`config.mk`:
```
export PLATFORM = sky130hd
export DESIGN_NAME = shift_reg_seq
export DESIGN_NICKNAME = d
export VERILOG_FILES = /design/src/rtl/shift_reg_seq.sv
export SDC_FILE = /design/constraint.sdc
export NUM_CORES = 1
export LEC_CHECK = 0
export ABC_CLOCK_PERIOD_IN_PS = 3070
export BUFFER_PORTS_ARGS = -buffer_cell sky130_fd_sc_hd__buf_2
export CAP_MARGIN = 5
export CORE_UTILIZATION = 53
export DETAILED_ROUTE_END_ITERATION = 8
export MAX_ROUTING_LAYER = met4
export PLACE_DENSITY_LB_ADDON = 0.2
export SLEW_MARGIN = 0
export SYNTH_ARGS = -nofsm -noshare
export SYNTH_HDL_FRONTEND = slang
export SYNTH_SLANG_ARGS = --single-unit
```
`constraint.sdc`:
```
create_clock -name Clk -period 3.07 [get_ports Clk]
set_input_delay 0.307 -clock Clk [delete_from_list [all_inputs] [get_ports Clk]]
set_output_delay 0.307 -clock Clk [all_outputs]
set_load 0.05 [all_outputs]
```
`src/rtl/shift_reg_seq.sv`:
```
// Command sequencer for a WIDTH-bit universal shift register.
// Accepts one command at a time (valid/ready), drives the register's mode,
// parallel and serial inputs, and streams a loaded word out LSB first.
// All outputs except ser_out come straight from flops (Moore style).
module shift_reg_seq #(
   parameter int WIDTH = 4,
   parameter int CNT_W = 3
) (
   input  logic             Clk,
   input  logic             Rst,
   input  logic             cmd_valid,
   output logic             cmd_ready,
   input  logic [1:0]       cmd_op,
   input  logic [WIDTH-1:0] cmd_data,
   input  logic [CNT_W-1:0] cmd_count,
   input  logic             cmd_fill,
   output logic [1:0]       sr_s,
   output logic [WIDTH-1:0] sr_in,
   output logic             sr_serial_in,
   input  logic [WIDTH-1:0] sr_q,
   output logic             ser_out,
   output logic             ser_valid,
   output logic             busy,
   output logic             done
);

   typedef enum logic [1:0] {
      ST_IDLE  = 2'd0,
      ST_LOAD  = 2'd1,
      ST_SHIFT = 2'd2,
      ST_DONE  = 2'd3
   } state_t;

   localparam logic [1:0] MODE_UP   = 2'b00;  // toward MSB, serial into LSB
   localparam logic [1:0] MODE_DN   = 2'b01;  // toward LSB, serial into MSB
   localparam logic [1:0] MODE_LOAD = 2'b10;
   localparam logic [1:0] MODE_HOLD = 2'b11;

   localparam logic [CNT_W-1:0] SER_COUNT = CNT_W'(WIDTH);

   state_t           state_q;
   logic [CNT_W-1:0] cnt_q;
   logic [1:0]       op_q;
   logic             cmd_ready_q;
   logic             busy_q;
   logic             done_q;
   logic             ser_valid_q;
   logic [1:0]       sr_s_q;
   logic [WIDTH-1:0] data_q;
   logic             fill_q;

   // Only the LSB of the register is tapped; the rest is observed for completeness.
   logic sr_q_unused;
   assign sr_q_unused = ^sr_q[WIDTH-1:1];

   // Sequencer state, counter, latched command and registered outputs.
   always_ff @(posedge Clk or posedge Rst) begin
      if (Rst) begin
         state_q     <= ST_IDLE;
         cnt_q       <= '0;
         op_q        <= 2'b00;
         data_q      <= '0;
         fill_q      <= 1'b0;
         cmd_ready_q <= 1'b1;
         busy_q      <= 1'b0;
         done_q      <= 1'b0;
         ser_valid_q <= 1'b0;
         sr_s_q      <= MODE_HOLD;
      end else begin
         // Defaults describe a cycle in which the register holds.
         cmd_ready_q <= 1'b0;
         busy_q      <= 1'b1;
         done_q      <= 1'b0;
         ser_valid_q <= 1'b0;
         sr_s_q      <= MODE_HOLD;
         case (state_q)
            ST_IDLE: begin
               if (cmd_valid) begin
                  op_q   <= cmd_op;
                  data_q <= cmd_data;
                  fill_q <= cmd_fill;
                  cnt_q  <= cmd_count;
                  if (cmd_op[1]) begin
                     state_q <= ST_LOAD;
                     sr_s_q  <= MODE_LOAD;
                  end else if (cmd_count != '0) begin
                     state_q <= ST_SHIFT;
                     sr_s_q  <= cmd_op[0] ? MODE_DN : MODE_UP;
                  end else begin
                     state_q <= ST_DONE;
                     done_q  <= 1'b1;
                  end
               end else begin
                  cmd_ready_q <= 1'b1;
                  busy_q      <= 1'b0;
               end
            end
            ST_LOAD: begin
               if (op_q[0]) begin
                  // Load-then-serialize: shift the whole word out toward the LSB.
                  state_q     <= ST_SHIFT;
                  cnt_q       <= SER_COUNT;
                  sr_s_q      <= MODE_DN;
                  ser_valid_q <= 1'b1;
               end else begin
                  state_q <= ST_DONE;
                  done_q  <= 1'b1;
               end
            end
            ST_SHIFT: begin
               cnt_q <= cnt_q - 1'b1;
               if (cnt_q == CNT_W'(1)) begin
                  state_q <= ST_DONE;
                  done_q  <= 1'b1;
               end else begin
                  sr_s_q      <= (op_q == 2'b00) ? MODE_UP : MODE_DN;
                  ser_valid_q <= (op_q == 2'b11);
               end
            end
            default: begin
               state_q     <= ST_IDLE;
               cmd_ready_q <= 1'b1;
               busy_q      <= 1'b0;
            end
         endcase
      end
   end

   assign cmd_ready    = cmd_ready_q;
   assign busy         = busy_q;
   assign done         = done_q;
   assign ser_valid    = ser_valid_q;
   assign sr_s         = sr_s_q;
   assign sr_in        = data_q;
   assign sr_serial_in = fill_q;
   assign ser_out      = sr_q[0];

endmodule

```
==> impl_metrics.csv, run 1 <==
group,metric,value,unit
clocking,cts_max_path_buffers,2,
die,boundaryPins,29,
clocking,clock_latency,0.29,ns
die,core-area,1580,um2
drt,drt_iter0_drc,8,
finish,nNetsFinal,131,
critical_path,cp-start-kind,"flip-flop",
clocking,cts_made_buffers,3,
global_routing,grt.total_usage,0.192,
die,fp.dieW,43.9,um
synthesis,synth-compound-area-share,0.103,
critical_path,critical_path_class,"flip-flop to flip-flop",
global_routing,grt_pass1_vias,612,
finish,diodes,0,
clocking,cts_resized,0,
synthesis,async_flop_share,1.00,
critical_path,cp_data_arrival_time,1.83,ns
global_routing,grt_overflow,0,
clocking,cts-root-buf,"clkbuf_4",
timing,fin_crit,1.67,ns
critical_path,reg2reg_from,"state_q[0]",
global_routing,antenna_found_initial,0,
timing,tns,0,ns
placed_design,placed_area,1050,um2
clocking,postCtsSetupBuffers,0,
die,initial_core_util,0.590,
finish,fin_cells,123,
synthesis,yosysUniqueCellTypes,28,
finish,stdcell_area,1080,um2
clocking,h-tree-depth,1,
timing,max_slew_margin,0.576,
global_routing,grt_pass1_wl,2620,um
clocking,cts-hold-fix-buffers,0,
synthesis,synth_adder_area_share,0.0806,
die,fp.dieH,43.9,um
synthesis,synth_flop_cell,"dfrtp_1",
critical_path,reg2reg_to,"cnt_q[0]",
run_status,status,"complete, no violations",
clocking,clk_pin_slew,0.10,ns
critical_path,slowest_delay,0.41,ns
timing,fmax,600,MHz
clocking,cts_tree,"yes",
synthesis,synth_top_family_by_area,"simple AND/OR/NAND/NOR gates",
timing,finClkSkew,0.0138,ns
critical_path,crit_top_cell,"nor2_4",
drt,finalWirelength,1550,um
synthesis,synth_simple_gate_area_frac,0.134,
job,maxCapViolations,0,
drt,vias_per_cell,5.20,
timing,post-route-period-util,0.543,
die,die-area,1930,um2
synthesis,syn-num-nets,106,
synthesis,synthCells,83,
drt,drt-pass1-iter-count,6,
synthesis,syn_avg_cell_area,11.2,um2
drt,antenna_left,0,
critical_path,cp_slowest_cell,"dfrtp_1",
timing,tightest_slew,0.636,ns
synthesis,synth_area,931,um2
placed_design,port_buffers,23,
timing,finalHoldViolations,0,
timing,setup_violations,0,
synthesis,synth-xor-area-share,0.00941,
global_routing,grt_max_degree,19,
clocking,cts_sinks,18,
finish,area_delta_synth_final,15.7,%
drt,dr_total_vias,640,
critical_path,worst-endpoint-required,3.24,ns
critical_path,r2r_slack,1.40,ns
synthesis,synth_enable_flop_cells,0,
drt,drc_errors,0,
placed_design,numPlacedInstances,119,
timing,maxSlewViolCount,0,
placed_design,dp_hpwl,1220,um
critical_path,reg2reg_depth,7,
finish,drive_gt1_frac,0.411,
critical_path,crit_fanout,5,
synthesis,synthMuxAreaShare,0.133,
synthesis,ys_seq_elements,18,
drt,routedWlPerCell,12.6,um
timing,rsz0062_at_grt,"false",
critical_path,end_kind,"flip-flop",
placed_design,gp_congestion,0.788,
hold_path,hp-class,"primary input to asynchronous set/reset pin",
die,placementRows,14,
synthesis,yosysSeqAreaShare,0.488,
finish,fin_util,0.683,
critical_path,cp_cell_sequence,"inv_1 > ha_1 > nor2b_4 > nor2_4 > inv_4 > nor2_4 > mux2_4",
synthesis,yosysWarningCount,0,
finish,fill_cells,124,
-- stage by stage --
stage                     worst slack (ns)  hold WS, ns
after floorplan                       1.55        0.243
after global placement                1.46        0.412
after detailed placement              1.43        0.416
after CTS                             1.40       0.0912
after global routing                  1.30        0.140
final                                 1.40       0.0835
-- cells by family (layout without fill, tap and decap cells) --
family	count (synthesis)	after routing
muxes	10	10
and+or+nand+nor	21	21
AOI/OAI and AO/OA	16	16
DFF	18	18
adders and majority gates	6	6
xor gates and xnor gates	1	1
buffers and inverters	11	35
-- area by class of cell --
cell class | instances | area [um2] | share of cell area
Clock buffer | 4 | 26.3 | 0.0244
Tap cell | 16 | 20.0 | 0.0186
Multi-Input combinational cell | 54 | 429 | 0.398
Timing Repair Buffer | 23 | 115 | 0.107
Inverter | 8 | 32.5 | 0.0302
Sequential cell | 18 | 454 | 0.422
-- placed cells by master (no fill, tap or decap), types with 2 or more instances in the layout --
| cell | n |
|---|---|
| inv_1 | 7 |
| nor2b_1 | 2 |
| o22ai_1 | 2 |
| ha_1 | 6 |
| mux2_4 | 3 |
| nor2_1 | 4 |
| mux2_2 | 7 |
| o21ai_0 | 3 |
| nor2_4 | 2 |
| dfrtp_1 | 15 |
| buf_2 | 23 |
| a21oi_1 | 6 |
| dfstp_2 | 3 |
| clkbuf_4 | 3 |
| nand2_1 | 6 |
| nor3_1 | 2 |
-- state kept, by name, summed over array words and instances, names as in the netlist --
signal        count
cmd_ready         1
done              1
ser_valid         1
sr_s              2
op_q              2
state_q           2
sr_serial_in      1
cnt_q             3
busy              1
sr_in             4
-- cell usage after synthesis (2+ instances only) --
cell	number	share of area
dfrtp_1	15	0.40
nand2_1	6	0.024
a21oi_1	6	0.032
inv_1	7	0.028
o22ai_1	2	0.013
mux2_4	3	0.048
mux2_2	7	0.085
nor2_1	4	0.016
o21ai_0	3	0.016
clkbuf_1	2	0.0081
nor2b_1	2	0.013
nor3_1	2	0.011
dfstp_2	3	0.085
nor2_4	2	0.024
ha_1	6	0.081
-- per-layer routing --
metal	vias to the layer above	part of all wire	global-route usage
met4	0	0	0.0364
met3	0	0.045	0.0625
met2	17	0.49	0.310
met1	293	0.46	0.237
met5	-	0	-
li1	330	-	-
-- how the worst max path moves through the flow --
stage               start  endpoint  slack [ns]  cells after the start
3_3_place_gp   state_q[0]  cnt_q[2]        1.46                      7
5_1_grt        state_q[0]  cnt_q[0]        1.30                      7
2_1_floorplan  state_q[0]  cnt_q[0]        1.55                      7
3_5_place_dp   state_q[0]  cnt_q[1]        1.43                      7
4_1_cts        state_q[0]  cnt_q[0]        1.40                      7
6_report       state_q[0]  cnt_q[0]        1.40                      7
-- worst max-delay path, delay by kind of cell, from the launching register on --
kind / cells / cell delay (ns)
simple gates: 3 / 0.42
flops: 1 / 0.41
mux: 1 / 0.31
fa+ha+maj: 1 / 0.25
buf+inv: 2 / 0.14
Power of run 1 is left out: the tool's default activity adds up to more than one toggle a clock period on the data nets, which glitch-free logic cannot reach.
==> inputs of run 2 (changes only) <==
--- a/config.mk
+++ b/config.mk
@@ -5,10 +5,10 @@
 export SDC_FILE = /design/constraint.sdc
 export NUM_CORES = 1
 export LEC_CHECK = 0
-export ABC_CLOCK_PERIOD_IN_PS = 3070
+export ABC_CLOCK_PERIOD_IN_PS = 1700
 export BUFFER_PORTS_ARGS = -buffer_cell sky130_fd_sc_hd__buf_2
 export CAP_MARGIN = 5
-export CORE_UTILIZATION = 53
+export CORE_UTILIZATION = 49
 export DETAILED_ROUTE_END_ITERATION = 8
 export MAX_ROUTING_LAYER = met4
 export PLACE_DENSITY_LB_ADDON = 0.2
==> constraint.sdc (replaced) <==
create_clock -name Clk -period 1.7 [get_ports Clk]
set_input_delay 0.17 -clock Clk [delete_from_list [all_inputs] [get_ports Clk]]
set_output_delay 0.17 -clock Clk [all_outputs]
set_load 0.05 [all_outputs]
==> run 2 against run 1 <==
Die area rose by 7.8%. Non-clock buffer count rose by 3. Sequential share of layout area down 1.7 points. Wire length is 1.7% higher. Flip-flop and latch count unchanged. Core utilization fell by 4.0 points. Worst hold slack improved by 0.017 ns. Final cell count increased by 9.8%. Critical path depth is 1 lower. Highest routed layer is now met4.
==> impl_metrics.csv, run 2 (synthesis gave the netlist of run 1 again) <==
group,metric,value,unit
timing,finalHoldViolations,0,
global_routing,grt_pass1_vias,588,
die,fp.dieW,45.6,um
timing,post-route-period-util,0.956,
drt,dr_total_vias,677,
critical_path,cp_slowest_cell,"dfrtp_1",
finish,mostFrequentLayoutCells,"buf_2, dfrtp_1, mux2_2",
placed_design,gp_congestion,0.792,
timing,tns,0,ns
clocking,cts-root-buf,"clkbuf_4",
finish,seqCellArea,454,um2
clocking,cts_made_buffers,3,
job,maxCapViolations,0,
critical_path,crit_top_cell,"nor2_4",
global_routing,met3_usage,0.0357,
clocking,h-tree-depth,1,
drt,vias_per_cell,5.01,
die,fp.dieH,45.6,um
drt,routedWlPerCell,11.7,um
critical_path,cp_cell_sequence,"buf_4 > ha_1 > nor2_4 > inv_4 > nor2_4 > mux2_4",
placed_design,port_buffers,23,
critical_path,worst-endpoint-required,1.89,ns
die,core-area,1750,um2
clocking,clk_pin_slew,0.10,ns
drt,antenna_left,0,
critical_path,cp-start-kind,"flip-flop",
finish,largest_reg_flops,4,
clocking,cts_sinks,18,
timing,max_slew_margin,0.572,
timing,maxSlewViolCount,0,
critical_path,cp.buffers_inverters,2,
finish,stdcell_area,1120,um2
finish,diodes,0,
critical_path,slowest_delay,0.44,ns
global_routing,grtUsageMet1,0.248,
global_routing,top_usage_layer,"met2",
finish,drive_gt1_frac,0.436,
critical_path,cp_data_arrival_time,1.81,ns
finish,area_delta_synth_final,20.7,%
critical_path,r2r_slack,0.08,ns
critical_path,critical_path_class,"flip-flop to flip-flop",
drt,drt_iter0_drc,24,
run_status,status,"complete, no violations",
finish,multi_input_area,429,um2
global_routing,grt.total_usage,0.186,
die,placementRows,15,
timing,rsz0062_at_grt,"false",
timing,tightest_slew,0.642,ns
hold_path,hp-class,"primary input to flip-flop",
critical_path,critPathTopFamily,"flip-flops",
die,initial_core_util,0.533,
finish,fill_cells,149,
timing,fin_crit,1.62,ns
critical_path,end_kind,"flip-flop",
drt,drt-pass1-iter-count,5,
placed_design,dp_hpwl,1160,um
clocking,cts_max_path_buffers,2,
placed_design,placed_area,1070,um2
clocking,clock_latency,0.29,ns
clocking,cts_tree,"yes",
timing,finClkSkew,0.00106,ns
critical_path,crit_fanout,4,
drt,finalWirelength,1570,um
die,boundaryPins,29,
global_routing,grt_pass1_wl,2560,um
global_routing,antenna_found_initial,0,
finish,nNetsFinal,134,
die,die-area,2080,um2
global_routing,grt_overflow,0,
timing,fmax,615,MHz
global_routing,grt_max_degree,19,
drt,drc_errors,0,
timing,setup_violations,0,
finish,mostFrequentLayoutCell,"buf_2",
global_routing,use_met2,0.269,
==> run 2: cell types whose count changed in the layout (fill, tap and decap cells not counted) <==
cell           delta
inv_2             +1
buf_4             +2
inv_1             -1
clkbuf_8          +1
clkbuf_1          -1
dlygate4sd3_1     +1
==> run 2: final timing paths <==
kind / from / endpoint / cells past startpoint
max in group asynchronous: Rst / cnt_q[0] / 3
setup / recovery: state_q[0] / cnt_q[2] / 6
setup reg to reg: state_q[0] / cnt_q[2] / 6
hold / removal: cmd_data[2] / sr_in[2] / 2
min in group asynchronous: Rst / sr_serial_in / 3
hold reg to reg: sr_serial_in / sr_serial_in / 1
==> run 2: per-layer routing <==
layer,share of wire,vias to the layer above
met5,0,-
met4,0.018,0
met3,0.051,5
met2,0.45,27
met1,0.48,309
li1,-,336
==> run 2: area by class of cell <==
cell class / count / area share
well taps: 25 / 0.0278
repair buffers: 26 / 0.125
multi-input cells: 54 / 0.382
flip-flops and latches: 18 / 0.404
inverters: 8 / 0.0290
clock buffers: 4 / 0.0323
==> run 2: per-stage QoR <==
step,worst slack [ns],cells,utilization,hold slack (ns)
after floorplan,0.175,83,-,0.106
after global placement,0.137,129,0.613,0.287
after detailed placement,0.0971,129,0.613,0.283
after CTS,0.0383,134,0.639,0.0970
after global routing,0.00351,135,0.644,0.0888
final,0.0752,135,0.644,0.100
==> run 2: what timing repair did <==
item	4_1_cts	5_1_grt
hold buffers	1	0
endpoints found under the setup margin	0	3
hold endpoints to repair	15	0
resized for setup	0	1
buffers inserted	0	1
Power of run 2 is left out for the same reason.
==> inputs of run 3 (changes only) <==
--- a/config.mk
+++ b/config.mk
@@ -5,6 +5,7 @@
 export SDC_FILE = /design/constraint.sdc
 export NUM_CORES = 1
 export LEC_CHECK = 0
+export ABC_AREA = 1
 export ABC_CLOCK_PERIOD_IN_PS = 1700
 export BUFFER_PORTS_ARGS = -buffer_cell sky130_fd_sc_hd__buf_2
 export CAP_MARGIN = 5
==> run 3 against run 2 <==
Area after synthesis decreased by 1.2%. Worst hold slack improved by 0.0057 ns. Flip-flop and latch count unchanged. Global-route usage increased by 1.4 points. Highest routed layer unchanged. Via count increased by 14%. Synthesized cell count increased by 30%. Die area decreased by 1.2%. Critical path depth increased by 1. Core utilization decreased by 1.1 points. Non-clock buffer count decreased by 2. Maximum frequency increased by 13%.
==> impl_metrics.csv, run 3 <==
group,metric,value,unit
synthesis,synthTopCellsByCount,"nand2_1, inv_1, dfrtp_1, nor2_1, o21ai_0",
synthesis,yosysWarningCount,0,
synthesis,synth_area,920,um2
synthesis,yosysTopAreaCell,"dfrtp_1",
clocking,cts_resized,0,
synthesis,syn_avg_cell_area,8.52,um2
global_routing,grt_pass1_wl,2810,um
drt,routedWlPerCell,10.9,um
clocking,clk_pin_slew,0.10,ns
run_status,status,"complete, no violations",
die,die-area,2050,um2
die,boundaryPins,29,
placed_design,port_buffers,23,
clocking,cts_tree,"yes",
global_routing,grt.total_usage,0.199,
critical_path,critPathTopFamily,"flip-flops",
critical_path,cp-start-kind,"flip-flop",
critical_path,crit_fanout,5,
clocking,cts_sinks,18,
synthesis,ys_seq_elements,18,
job,maxCapViolations,0,
die,placementRows,15,
synthesis,synth_flop_cell,"dfrtp_1",
timing,tns,0,ns
clocking,h-tree-depth,1,
finish,largest_reg_flops,4,
drt,vias_per_cell,4.81,
critical_path,critical_path_class,"flip-flop to flip-flop",
drt,drc_errors,0,
critical_path,cp_cell_sequence,"inv_1 > ha_1 > a21oi_1 > nand2_2 > inv_1 > nand2_1 > o21ai_0",
finish,drive_gt1_frac,0.281,
critical_path,slowest_delay,0.42,ns
synthesis,yosysSeqAreaShare,0.494,
hold_path,hp-class,"primary input to flip-flop",
synthesis,synth_most_common_cell,"nand2_1",
power_and_ir_drop,power_density,2250,nW/um2
timing,finClkSkew,0.00442,ns
synthesis,syn-num-nets,131,
power_and_ir_drop,power_leakage,0.000614,uW
timing,hold_ws,0.106,ns
synthesis,synthCells,108,
timing,finalHoldViolations,0,
critical_path,crit_top_cell,"inv_1",
finish,stdcell_area,1100,um2
timing,maxSlewViolCount,0,
die,core-area,1750,um2
finish,area_delta_synth_final,20.1,%
finish,nNetsFinal,159,
global_routing,grt_overflow,0,
finish,diodes,0,
drt,antenna_left,0,
clocking,cts_max_path_buffers,2,
critical_path,worst-endpoint-required,1.92,ns
drt,dr_total_vias,769,
critical_path,end_kind,"flip-flop",
synthesis,synth_top_area_frac,0.408,
clocking,cts-root-buf,"clkbuf_4",
power_and_ir_drop,vdd_drop_max,1.41,mV
die,fp.dieW,45.3,um
synthesis,ys_top_cells_by_area,"dfrtp_1, nand2_1, dfstp_2",
global_routing,antenna_found_initial,0,
clocking,cts_made_buffers,3,
synthesis,synth_enable_flop_cells,0,
finish,mostFrequentLayoutCells,"nand2_1, buf_2, inv_1",
timing,post-route-period-util,0.849,
timing,tightest_slew,0.646,ns
drt,drt-pass1-iter-count,4,
clocking,postCtsSetupBuffers,0,
placed_design,placed_area,1060,um2
global_routing,grt_max_degree,19,
timing,setup_violations,0,
synthesis,yosysUniqueCellTypes,16,
finish,fill_cells,151,
global_routing,grt_pass1_vias,697,
drt,drt_iter0_drc,22,
placed_design,dp_hpwl,1370,um
clocking,cts-hold-fix-buffers,1,
timing,rsz0062_at_grt,"false",
timing,max_slew_margin,0.569,
die,initial_core_util,0.527,
critical_path,cp_slowest_cell,"dfrtp_1",
die,fp.dieH,45.3,um
placed_design,gp_congestion,0.904,
drt,finalWirelength,1740,um
clocking,clock_latency,0.29,ns
synthesis,async_flop_share,1.00,
timing,fmax,693,MHz
critical_path,cp.buffers_inverters,2,
timing,fin_crit,1.44,ns
critical_path,cp_data_arrival_time,1.66,ns
finish,mostFrequentLayoutCell,"nand2_1",
-- run 3: layout make-up --
class / count / area (um2) / share of cell area
Clock buffer: 4 / 36.3 / 0.0328
Inverter: 19 / 71.3 / 0.0646
Multi-Input combinational cell: 70 / 387 / 0.350
Sequential cell: 18 / 454 / 0.411
Tap cell: 25 / 31.3 / 0.0283
Timing Repair Buffer: 24 / 125 / 0.113
-- run 3: layer usage --
metal / vias up / wire length [um] / track usage
met5: - / 0 / -
met4: 0 / 21 / 0.0909
met3: 4 / 81 / 0.0360
met2: 25 / 870 / 0.330
met1: 354 / 764 / 0.234
li1: 386 / - / -
-- run 3: metrics by stage --
| stage | instances | setup slack (ns) | power [uW] | util |
|---|---|---|---|---|
| after floorplan | 108 | 0.425 | 1910 | - |
| after global placement | 155 | 0.330 | 2180 | 0.606 |
| after detailed placement | 155 | 0.286 | 2230 | 0.606 |
| after CTS | 160 | 0.270 | 2490 | 0.633 |
| after global routing | 160 | 0.148 | 2680 | 0.633 |
| final | 160 | 0.257 | 2490 | 0.633 |
-- run 3: final timing paths --
kind,startpoint,endpoint,slack [ns],cells past startpoint
setup reg to reg,state_q[0],cnt_q[0],0.26,7
hold / removal,cmd_fill,sr_serial_in,0.11,2
hold reg to reg,sr_in[0],sr_in[0],0.51,1
setup / recovery,state_q[0],cnt_q[0],0.26,7
min in group asynchronous,Rst,busy,0.50,3
max in group asynchronous,Rst,state_q[1],0.79,3
-- run 3: cell families after synthesis --
logic type               synth area share
AO/OA/AOI/OAI                      0.0776
flip-flops                          0.494
AND/OR/NAND/NOR                     0.200
multiplexers                       0.0612
buffers and inverters              0.0857
adder cells (fa/ha/maj)            0.0816
-- run 3: power breakdown --
group / internal [uW] / switching [uW]
clock: 130 / 132
combinational: 433 / 1030
sequential: 661 / 106
total: 1220 / 1260
Note: power is estimated with default switching activity, not from simulation.
